<file path="config.mk">
export PLATFORM = sky130hd
export DESIGN_NAME = spi_minion_rx_tx
export DESIGN_NICKNAME = d
export VERILOG_FILES = /design/src/rtl/spi_minion_rx_tx.sv
export SDC_FILE = /design/constraint.sdc
export NUM_CORES = 1
export LEC_CHECK = 0
export ABC_AREA = 1
export CAP_MARGIN = 20
export CELL_PAD_IN_SITES_DETAIL_PLACEMENT = 1
export CELL_PAD_IN_SITES_GLOBAL_PLACEMENT = 2
export CORE_MARGIN = 1
export CORE_UTILIZATION = 25
export CTS_CLUSTER_DIAMETER = 150
export CTS_CLUSTER_SIZE = 40
export DETAILED_ROUTE_END_ITERATION = 7
export HOLD_SLACK_MARGIN = 0.1
export PLACE_DENSITY = 0.8
export SLEW_MARGIN = 20
export SYNTH_ARGS = -nofsm -noshare
export SYNTH_HDL_FRONTEND = slang
export SYNTH_SLANG_ARGS = --single-unit
</file>
<file path="constraint.sdc">
create_clock -name clk -period 1.4 [get_ports clk]
set_input_delay 0.28 -clock clk [delete_from_list [all_inputs] [get_ports clk]]
set_output_delay 0.28 -clock clk [all_outputs]
set_load 0.1 [all_outputs]
</file>
<file path="src/rtl/spi_minion_rx_tx.sv">
// SPI mode-0 minion front-end: oversamples the pad pins in the clk domain and
// converts frames into val/rdy receive and send streams, with packet parity.
module spi_minion_rx_tx #(
    parameter int BIT_WIDTH = 32
) (
    input  logic                 clk,
    input  logic                 reset,
    input  logic                 cs,
    input  logic                 sclk,
    input  logic                 mosi,
    output logic                 miso,
    output logic [BIT_WIDTH-1:0] recv_msg,
    output logic                 recv_val,
    input  logic                 recv_rdy,
    input  logic [BIT_WIDTH-1:0] send_msg,
    input  logic                 send_val,
    output logic                 send_rdy,
    output logic                 parity,
    output logic                 frame_err,
    output logic                 overrun
);

    localparam int CW = $clog2(BIT_WIDTH + 2);
    localparam logic [CW-1:0] CNT_FULL = CW'(BIT_WIDTH);
    localparam logic [CW-1:0] CNT_SAT  = CW'(BIT_WIDTH + 1);

    typedef enum logic [0:0] {
        IDLE   = 1'b0,
        ACTIVE = 1'b1
    } state_t;

    function automatic logic parity_of(input logic [BIT_WIDTH-1:0] word);
        return ^word;
    endfunction

    logic [1:0]           cs_sync_r, sclk_sync_r, mosi_sync_r;
    logic                 cs_hist_r, sclk_hist_r, mosi_hist_r;
    logic                 cs_fall_s, cs_rise_s, sclk_rise_s, sclk_fall_s;
    state_t               state_r, state_next_s;
    logic [BIT_WIDTH-1:0] shreg_r;
    logic [CW-1:0]        count_r;
    logic                 rx_bit_r;
    logic [BIT_WIDTH-1:0] recv_msg_r;
    logic                 recv_val_r, parity_r, frame_err_r, overrun_r;
    logic                 send_rdy_s, miso_s, frame_done_s, recv_hold_s;

    // Pad synchronizers; cs resets high so a low pad after reset reads as a fall.
    always_ff @(posedge clk) begin
        if (reset) begin
            cs_sync_r   <= 2'b11;
            cs_hist_r   <= 1'b1;
            sclk_sync_r <= 2'b00;
            sclk_hist_r <= 1'b0;
            mosi_sync_r <= 2'b00;
            mosi_hist_r <= 1'b0;
        end else begin
            cs_sync_r   <= {cs_sync_r[0], cs};
            cs_hist_r   <= cs_sync_r[1];
            sclk_sync_r <= {sclk_sync_r[0], sclk};
            sclk_hist_r <= sclk_sync_r[1];
            mosi_sync_r <= {mosi_sync_r[0], mosi};
            mosi_hist_r <= mosi_sync_r[1];
        end
    end

    assign cs_fall_s   =  cs_hist_r   & ~cs_sync_r[1];
    assign cs_rise_s   = ~cs_hist_r   &  cs_sync_r[1];
    assign sclk_rise_s = ~sclk_hist_r &  sclk_sync_r[1];
    assign sclk_fall_s =  sclk_hist_r & ~sclk_sync_r[1];

    // FSM state register.
    always_ff @(posedge clk) begin
        if (reset) begin
            state_r <= IDLE;
        end else begin
            state_r <= state_next_s;
        end
    end

    // Next-state, send handshake strobe, miso and frame-end qualifiers.
    always_comb begin
        state_next_s = state_r;
        send_rdy_s   = 1'b0;
        miso_s       = 1'b0;
        frame_done_s = 1'b0;
        case (state_r)
            IDLE: begin
                if (cs_fall_s && !reset) begin
                    state_next_s = ACTIVE;
                    send_rdy_s   = 1'b1;
                end else begin
                    state_next_s = IDLE;
                end
            end
            ACTIVE: begin
                miso_s = shreg_r[BIT_WIDTH-1];
                if (cs_rise_s) begin
                    state_next_s = IDLE;
                    frame_done_s = 1'b1;
                end else begin
                    state_next_s = ACTIVE;
                end
            end
            default: begin
                state_next_s = IDLE;
            end
        endcase
        // A word being consumed this cycle frees the slot for a new frame.
        recv_hold_s = recv_val_r & ~recv_rdy;
    end

    // Shift register and bit counter; mosi bit captured on rise, shifted on fall.
    always_ff @(posedge clk) begin
        if (reset) begin
            shreg_r  <= {BIT_WIDTH{1'b0}};
            count_r  <= {CW{1'b0}};
            rx_bit_r <= 1'b0;
        end else if (send_rdy_s) begin
            shreg_r <= send_val ? send_msg : {BIT_WIDTH{1'b0}};
            count_r <= {CW{1'b0}};
        end else if (state_r == ACTIVE) begin
            if (sclk_rise_s) begin
                rx_bit_r <= mosi_hist_r;
                if (count_r != CNT_SAT) begin
                    count_r <= count_r + CW'(1);
                end
            end
            if (sclk_fall_s) begin
                shreg_r <= {shreg_r[BIT_WIDTH-2:0], rx_bit_r};
            end
        end
    end

    // Receive stream, parity and error pulses at frame end.
    always_ff @(posedge clk) begin
        if (reset) begin
            recv_msg_r  <= {BIT_WIDTH{1'b0}};
            recv_val_r  <= 1'b0;
            parity_r    <= 1'b0;
            frame_err_r <= 1'b0;
            overrun_r   <= 1'b0;
        end else begin
            frame_err_r <= 1'b0;
            overrun_r   <= 1'b0;
            if (recv_val_r && recv_rdy) begin
                recv_val_r <= 1'b0;
            end
            if (frame_done_s) begin
                if (count_r != CNT_FULL) begin
                    frame_err_r <= 1'b1;
                end else if (recv_hold_s) begin
                    overrun_r <= 1'b1;
                end else begin
                    recv_msg_r <= shreg_r;
                    parity_r   <= parity_of(shreg_r);
                    recv_val_r <= 1'b1;
                end
            end
        end
    end

    assign miso      = miso_s;
    assign send_rdy  = send_rdy_s;
    assign recv_msg  = recv_msg_r;
    assign recv_val  = recv_val_r;
    assign parity    = parity_r;
    assign frame_err = frame_err_r;
    assign overrun   = overrun_r;

endmodule

</file>
==> results of run 1 <==
==> power breakdown <==
part | internal, uW | leakage, uW | switching, uW | total [uW]
Sequential | 2430 | 0.000699 | 19.7 | 2450
Combinational | 229 | 0.00208 | 245 | 474
Clock | 1590 | 0.000160 | 1090 | 2680
==> through the flow <==
stage | utilization, % | instances | hold WS [ns]
floorplan | - | 621 | 0.3824
global placement | 36.39 | 930 | 0.3893
detailed placement | 36.39 | 930 | 0.4019
CTS | 39.62 | 957 | 0.4105
global route | 42.18 | 972 | 0.4241
finish | 42.18 | 972 | 0.4078
==> cell usage in the layout, fill, tap and decap left out, types with 16 or more instances in the layout <==
cell,netlist,final
a21oi_1,41,40
buf_4,4,43
inv_1,81,69
dfxtp_1,85,63
nor2_1,46,38
clkdlybuf4s50_1,0,37
o21ai_1,23,41
inv_2,4,16
clkbuf_16,0,17
buf_12,0,47
dfxtp_2,0,16
o21ai_0,63,44
nand3_1,36,31
nand2_1,186,183
==> area by class of cell <==
class,count,share of cell area (%)
clock inverter,4,0.7656
inverter,86,4.874
multi-input combinational,425,30.91
timing repair buffer,144,29.24
tap,216,4.034
sequential,85,26.03
clock buffer,12,4.146
==> critical path: cells and delay by family, from the launching register on <==
family / cells / cell delay [ns]
flip-flops: 1 / 0.33
buffers and inverters: 3 / 0.38
AND/OR/NAND/NOR: 2 / 0.19
==> cells by family after synthesis <==
family | share of synthesized area [%]
and+or+nand+nor | 28.52
AOI/OAI and AO/OA | 17.66
buffers and inverters | 10.98
DFF | 41.70
adders and majority gates | 0.9201
xor gates and xnor gates | 0.2147
==> routing by layer <==
| metal | vias up | track usage (%) | part of all wire, % |
|---|---|---|---|
| met1 | 2110 | 19.28 | 44 |
| met3 | 18 | 3.198 | 2.6 |
| met5 | - | 0 | 0 |
| met4 | 0 | 7.456 | 2.2 |
| li1 | 2226 | - | - |
| met2 | 59 | 30.92 | 51 |
==> timing repair <==
action,4_1_cts,5_1_grt
cloned,2,9
setup endpoints to repair,39,57
resized for setup,14,90
pin swaps,4,15
setup buffers,9,8
==> flip-flops by register name, indices dropped and copies added, names as in the netlist, 2 cells and up <==
| register | flops |
|---|---|
| recv_msg | 32 |
| shreg_r | 32 |
| count_r | 6 |
| cs_sync_r | 2 |
| mosi_sync_r | 2 |
| sclk_sync_r | 2 |
==> how the worst max path moves through the flow <==
stage                 startpoint           end
finish              cs_sync_r[1]      send_rdy
global route        cs_sync_r[1]      send_rdy
CTS                 cs_sync_r[1]      send_rdy
detailed placement         reset    shreg_r[0]
global placement           reset    count_r[4]
floorplan               recv_val  recv_msg[14]
==> impl_metrics.tcl, run 1 <==
set metrics [dict create \
    outcome "complete, but fails checks" \
    violations "setup timing" \
    maxSlewViolCount 0 \
    multi_input_area_um2 2071 \
    drc 0 \
    required_ns 1.12 \
    grt_pass1_wl_um 22020 \
    nFillCells 1935 \
    grt_pass1_vias 4565 \
    r2r_cells 8 \
    cts.path.max_buffers 2 \
    grt.total_usage_pct 16.99 \
    synth_area_per_cell_um2 6.570 \
    grt_max_degree 31 \
    path_cells "nor2_4, nand3_2, inv_2, buf_12, buf_12" \
    crit_slowest_cell "dfxtp_2" \
    post-route-worst-setup-slack_ns -0.1411 \
    cellPowerDensity_nw_per_um2 836.9 \
    drive_gt1_share_pct 26.06 \
    r2r_slack_ns -0.10 \
    dpl_worst_slack_ns -0.3830 \
    critPathMaxStageDelay_ns 0.33 \
    die_w_um 129.8 \
    diodes 0 \
    power_uw 5607 \
    cp-start-kind "flip-flop" \
    ys_ff_latch 85 \
    synth.largest_area_cell "dfxtp_1" \
    synth_top_area_share_pct 41.70 \
    final.period_utilization_pct 110.1 \
    cts_root_buffer "clkbuf_16" \
    async_flop_share_pct 0 \
    drt-wirelength-per-cell_um 15.05 \
    period_minus_slack_ns 1.541 \
    synthTopCellsByCount "186 x nand2_1, 85 x dfxtp_1, 81 x inv_1" \
    totalWireLength_um 14630 \
    dp_hpwl_um 9343 \
    synth_cell_type_count 32 \
    via_per_inst 4.540 \
    gp_congestion 0.7243 \
    hp-start "sclk_sync_r[0]" \
    cts_num_sinks 85 \
    fmax_mhz 648.9 \
    regArea_um2 1744 \
    top_level_ports 77 \
    hold_path_class "reg2reg" \
    io_buffers 76 \
    ys_seq_area_share_pct 41.70 \
    r2r_end "recv_msg[2]" \
    cp_max_fo 2 \
    cap_violations 0 \
    holdPathEnd "sclk_sync_r[1]" \
    synth_nets 663 \
    timing.final.hold_violations 0 \
    finalSetupViolations 32 \
    firstDrtPassIters 4 \
    leakage_uw 0.002935 \
    stdcell_area_um2 6700 \
    cp-end-kind "primary output" \
    slew_headroom_pct 80.73 \
    path_clk_slew_ns 0.06 \
    antenna_found_initial 0 \
    cts_tree "built" \
    syn-instance-count 621 \
    yosysWarnings 0 \
    start_util_pct 25.69 \
    syn_to_final_growth_pct 64.21 \
    dominantRegCellSynth "dfxtp_1" \
    htreeDepth 3 \
    syn-cell-area_um2 4080 \
    place_area_um2 5781 \
    synth.area.top_cells "dfxtp_1 42%, nand2_1 17%, o21ai_0 7.7%" \
    fp.dieH_um 129.8 \
    cp.arrival_ns 1.26 \
    grt_overflow 0 \
    core_um2 15890 \
    synth-edff-count 0 \
    whs_path_depth 2 \
    synth_most_common_cell "nand2_1" \
    fin_nets 793 \
    cts_buffers 9 \
    rows 46 \
    dieArea_um2 16840 \
    vias 4413 \
    cts_hold_buf 0 \
    r2r_start "count_r[1]" \
    postRouteAntennaNets 0 \
    crit_type "reg2out" \
    cp_common_cell "buf_12" \
    clkLatencyLatePin_ns 0.36 \
    grt_setup_unrepaired "yes" \
    drtIter0Drc 128 \
    ir_drop_mv 0.5375 \
    finalSetupTns_ns -2.160 \
    finClkSkew_ns 0.01170 \
    tightest_slew_ns 0.2860 \
]
No activity file was read; power rests on OpenSTA's default activity.
==> run 2, diff against run 1 <==
--- a/config.mk
+++ b/config.mk
@@ -15,7 +15,7 @@
 export CTS_CLUSTER_SIZE = 40
 export DETAILED_ROUTE_END_ITERATION = 7
 export HOLD_SLACK_MARGIN = 0.1
-export PLACE_DENSITY = 0.8
+export PLACE_DENSITY = 0.76
 export SLEW_MARGIN = 20
 export SYNTH_ARGS = -nofsm -noshare
 export SYNTH_HDL_FRONTEND = slang
==> impl_metrics.tcl, run 2 (synthesis gave the netlist of run 1 again) <==
set metrics [dict create \
    cts_root_buffer "clkbuf_16" \
    rows 46 \
    post-route-worst-setup-slack_ns -0.1315 \
    ir_drop_mv 0.5563 \
    period_minus_slack_ns 1.532 \
    hold_ws_ns 0.4049 \
    path_cells "nor2_4, nand3_4, inv_4, buf_12, buf_12" \
    final.period_utilization_pct 109.4 \
    grt_max_degree 33 \
    grt_pass1_vias 4785 \
    clock_power_share_pct 47.1 \
    postRouteAntennaNets 0 \
    timing.final.hold_violations 0 \
    cp_max_fo 2 \
    cp-end-kind "primary output" \
    diodes 0 \
    top_level_ports 77 \
    fp.dieH_um 129.8 \
    dpl_worst_slack_ns -0.4265 \
    crit_type "reg2out" \
    vias 4546 \
    cts_tree "built" \
    grt_setup_unrepaired "yes" \
    start_util_pct 25.69 \
    core_um2 15890 \
    cts_hold_buf 0 \
    path_clk_slew_ns 0.07 \
    io_buffers 76 \
    totalWireLength_um 15340 \
    gr-usage-met1_pct 20.06 \
    drive_gt1_share_pct 38.17 \
    p_int_uw 4200 \
    dieArea_um2 16840 \
    finalSetupViolations 30 \
    hold_path_class "reg2reg" \
    drtIter0Drc 131 \
    drc 0 \
    gp_congestion 0.7537 \
    antenna_found_initial 0 \
    cp.arrival_ns 1.25 \
    crit_slowest_cell "dfxtp_2" \
    sw_frac_of_total_pct 24.93 \
    dpl.cell_count 941 \
    cp-start-kind "flip-flop" \
    required_ns 1.12 \
    power_frac_comb_pct 8.9 \
    critPathMaxStageDelay_ns 0.34 \
    fin_cells 994 \
    fin_nets 815 \
    tightest_slew_ns 0.2914 \
    cap_violations 0 \
    die_w_um 129.8 \
    finClkSkew_ns 0.007387 \
    fmax_mhz 652.9 \
    grt_util_met2_pct 32.78 \
    grt_busiest_layer "met2" \
    cts_buffers 9 \
    dp_hpwl_um 9558 \
    grt_overflow 0 \
    final_common_cell "nand2_1" \
    firstDrtPassIters 4 \
    switchingPower_uw 1395 \
    final_cell_mix "165 x nand2_1, 63 x buf_4, 55 x inv_1, 52 x dfxtp_1, 50 x buf_12" \
    maxSlewViolCount 0 \
    grt_use_met3_pct 2.993 \
    stdcell_area_um2 7149 \
    cts.path.max_buffers 2 \
    outcome "complete, but fails checks" \
    slew_headroom_pct 80.55 \
    clkLatencyLatePin_ns 0.36 \
    violations "setup timing" \
    via_per_inst 4.573 \
    crit_buf_inv 3 \
    grt_pass1_wl_um 22980 \
    cellPowerDensity_nw_per_um2 782.6 \
    seqPwrFrac_pct 44.0 \
    cts_num_sinks 85 \
    leakage_uw 0.003054 \
    cp_common_cell "buf_12" \
    worst_path_dominant_cell_family "flip-flops" \
    syn_to_final_growth_pct 75.22 \
    place_area_um2 5888 \
    drt-wirelength-per-cell_um 15.43 \
    htreeDepth 3 \
    grt.total_usage_pct 17.78 \
]
run 2: final cells by class:
class	instances	area, um2
tap	216	270.3
sequential	85	1753
multi-input combinational	425	2323
clock inverter	6	75.07
inverter	86	340.3
timing repair buffer	166	2137
clock buffer	10	250.2
fill	1906	8736
run 2: metal layers:
layer / part of all wire [%] / up-vias
met2: 53 / 70
met4: 2.6 / 0
met1: 41 / 2179
met3: 2.8 / 20
met5: 0 / -
li1: - / 2277
run 2: what timing repair did:
action,4_1_cts,5_1_grt
setup endpoints to repair,66,68
cloned,3,7
setup buffers,20,8
gates resized for setup,101,104
pin swaps,27,16
run 2: worst paths after layout:
check	startpoint	to	slack, ns	cells after the start
worst max register to register	count_r[3]	recv_msg[17]	-0.07	7
worst min register to register	sclk_sync_r[0]	sclk_sync_r[1]	0.40	2
worst max-delay path	cs_sync_r[1]	send_rdy	-0.13	5
worst min-delay path	sclk_sync_r[0]	sclk_sync_r[1]	0.40	2
run 2: metrics by stage:
stage / util [%] / total power (uW) / TNS, ns
2_1_floorplan: - / 2709 / 0
3_3_place_gp: 37.07 / 2937 / -23.53
3_5_place_dp: 37.07 / 2947 / -24.64
4_1_cts: 41.90 / 5646 / -0.1947
5_1_grt: 45.01 / 5822 / -4.231
6_report: 45.01 / 5595 / -1.159
run 2: worst reg2reg max path, cell delays in order, from the launching register on:
cell and delay (ns):
dfxtp_1 0.36, nor2_4 0.18, nand3_4 0.11, nor2_4 0.20
clkbuf_16 0.20, buf_12 0.11, clkbuf_16 0.14, a21oi_2 0.06
run 2: power groups by stage:
stage | Combinational, uW | Clock, uW | Sequential (uW)
final | 500 | 2640 | 2460
after global routing | 547 | 2810 | 2460
after floorplan | 199 | 0 | 2510
after CTS | 476 | 2710 | 2460
after detailed placement | 434 | 0 | 2510
after global placement | 426 | 0 | 2510
==> run 3, diff against run 2 <==
--- a/config.mk
+++ b/config.mk
@@ -16,6 +16,7 @@
 export DETAILED_ROUTE_END_ITERATION = 7
 export HOLD_SLACK_MARGIN = 0.1
 export PLACE_DENSITY = 0.76
+export SETUP_SLACK_MARGIN = 0.1
 export SLEW_MARGIN = 20
 export SYNTH_ARGS = -nofsm -noshare
 export SYNTH_HDL_FRONTEND = slang
==> impl_metrics.tcl, run 3 (synthesis gave the netlist of run 1 again) <==
set metrics [dict create \
    holdPathEnd "sclk_sync_r[1]" \
    postRouteAntennaNets 0 \
    required_ns 1.12 \
    cap_violations 0 \
    core_um2 15890 \
    drc 0 \
    totalWireLength_um 15000 \
    ir_drop_mv 0.5938 \
    top_level_ports 77 \
    worst_path_dominant_cell_family "buffers and inverters" \
    tightest_slew_ns 0.2408 \
    maxSlewViolCount 0 \
    cp_max_fo 2 \
    hold_path_class "reg2reg" \
    violations "setup timing" \
    cellPowerDensity_nw_per_um2 807.2 \
    nFillCells 1945 \
    cts_tree "built" \
    grt_overflow 0 \
    htreeDepth 3 \
    r2r_start "cs_sync_r[1]" \
    fp.dieH_um 129.8 \
    cp.arrival_ns 1.26 \
    cts_num_sinks 85 \
    finalSetupTns_ns -1.254 \
    final_common_cell "nand2_1" \
    finClkSkew_ns 0.007593 \
    via_per_inst 4.649 \
    grt_setup_unrepaired "yes" \
    start_util_pct 25.69 \
    cp_common_cell "buf_12" \
    period_minus_slack_ns 1.542 \
    io_buffers 76 \
    whs_path_depth 2 \
    cp-start-kind "flip-flop" \
    crit_start "cs_sync_r[1]" \
    r2r_slack_ns -0.06 \
    grt_pass1_vias 4742 \
    dp_hpwl_um 9207 \
    crit_slowest_cell "dfxtp_2" \
    r2r_cells 7 \
    firstDrtPassIters 4 \
    outcome "complete, but fails checks" \
    cts_root_buffer "clkbuf_16" \
    path_cells "nor2_4, nand3_2, inv_2, buf_12, buf_12" \
    die_w_um 129.8 \
    power_uw 5423 \
    cts.path.max_buffers 2 \
    gp_congestion 0.7405 \
    final.period_utilization_pct 110.2 \
    diodes 0 \
    cp-end-kind "primary output" \
    r2r_end "shreg_r[0]" \
    stdcell_area_um2 6718 \
    dieArea_um2 16840 \
    drt-wirelength-per-cell_um 15.53 \
    vias 4491 \
    hp-start "sclk_sync_r[0]" \
    grt_pass1_wl_um 24090 \
    critPathMaxStageDelay_ns 0.35 \
    postLayoutCoreUtil_pct 42.29 \
    crit_buf_inv 3 \
    drtIter0Drc 170 \
    path_clk_slew_ns 0.07 \
    rows 46 \
    fin_nets 787 \
    antenna_found_initial 0 \
    syn_to_final_growth_pct 64.64 \
    crit_type "reg2out" \
    finalSetupViolations 40 \
    place_area_um2 5697 \
    hold_ws_ns 0.4041 \
    cts_buffers 9 \
    grt.total_usage_pct 18.83 \
    final_cell_mix "180 x nand2_1, 74 x inv_1, 55 x dfxtp_1, 45 x buf_12" \
    post-route-worst-setup-slack_ns -0.1424 \
    timing.final.hold_violations 0 \
    grt_max_degree 33 \
    fmax_mhz 648.4 \
    cts_hold_buf 0 \
    clkLatencyLatePin_ns 0.35 \
    slew_headroom_pct 83.93 \
    leakage_uw 0.002914 \
    drive_gt1_share_pct 27.20 \
]
run 3: cell count changes in the layout (fill, tap and decap cells not counted), sizes merged:
cell | before | now
clkinv | 2 | 4
bufbuf | 0 | 1
inv | 87 | 85
clkbuf | 16 | 11
bufinv | 1 | 0
clkinvlp | 2 | 3
buf | 122 | 98
run 3: what timing repair did:
| action | in CTS | in global routing |
|---|---|---|
| cloned | 7 | 1 |
| setup endpoints to repair | 74 | 75 |
| pin swaps | 12 | 13 |
| gates resized for setup | 67 | 51 |
| setup buffers | 18 | 8 |
run 3: power breakdown:
group / internal (uW) / leakage (uW) / switching [uW]
clock: 1340 / 0.000149 / 1130
sequential: 2440 / 0.000702 / 21.1
combinational: 238 / 0.00206 / 250
total: 4020 / 0.00291 / 1400
run 3: routing by layer:
metal,up-vias,GRT usage [%],wire (um)
li1,2221,-,-
met1,2164,22.29,6389
met2,82,34.13,7827
met3,24,2.624,440
met4,0,7.592,344
met5,-,0,0
run 3: tightest hold or removal path, cell delays in order (launching register included):
cell     delay (ns)
dfxtp_1        0.30
inv_1          0.04
nor2_1         0.03
run 3: area by class of cell:
class	instances	area [um2]	area share [%]
multi-input cells	425	2138	31.83
flip-flops and latches	85	1744	25.96
clock buffers	10	250.2	3.725
repair buffers	138	1922	28.61
inverters	86	340.3	5.066
clock inverters	6	52.55	0.7823
well taps	216	270.3	4.023
run 3: per-stage QoR:
| stage | instances | worst slack [ns] |
|---|---|---|
| after floorplan | 621 | 0.05772 |
| after global placement | 918 | -0.3977 |
| after detailed placement | 918 | -0.4245 |
| after CTS | 959 | -0.1282 |
| after global routing | 966 | -0.2036 |
| final | 966 | -0.1424 |
run 3: worst max path at each step:
stage                               to  cells past startpoint  slack (ns)
after global placement      count_r[4]                      8       -0.40
after CTS                     send_rdy                      5       -0.13
after detailed placement    count_r[4]                      8       -0.42
after floorplan           recv_msg[14]                      9        0.06
after global routing            parity                     13       -0.20
final                         send_rdy                      5       -0.14
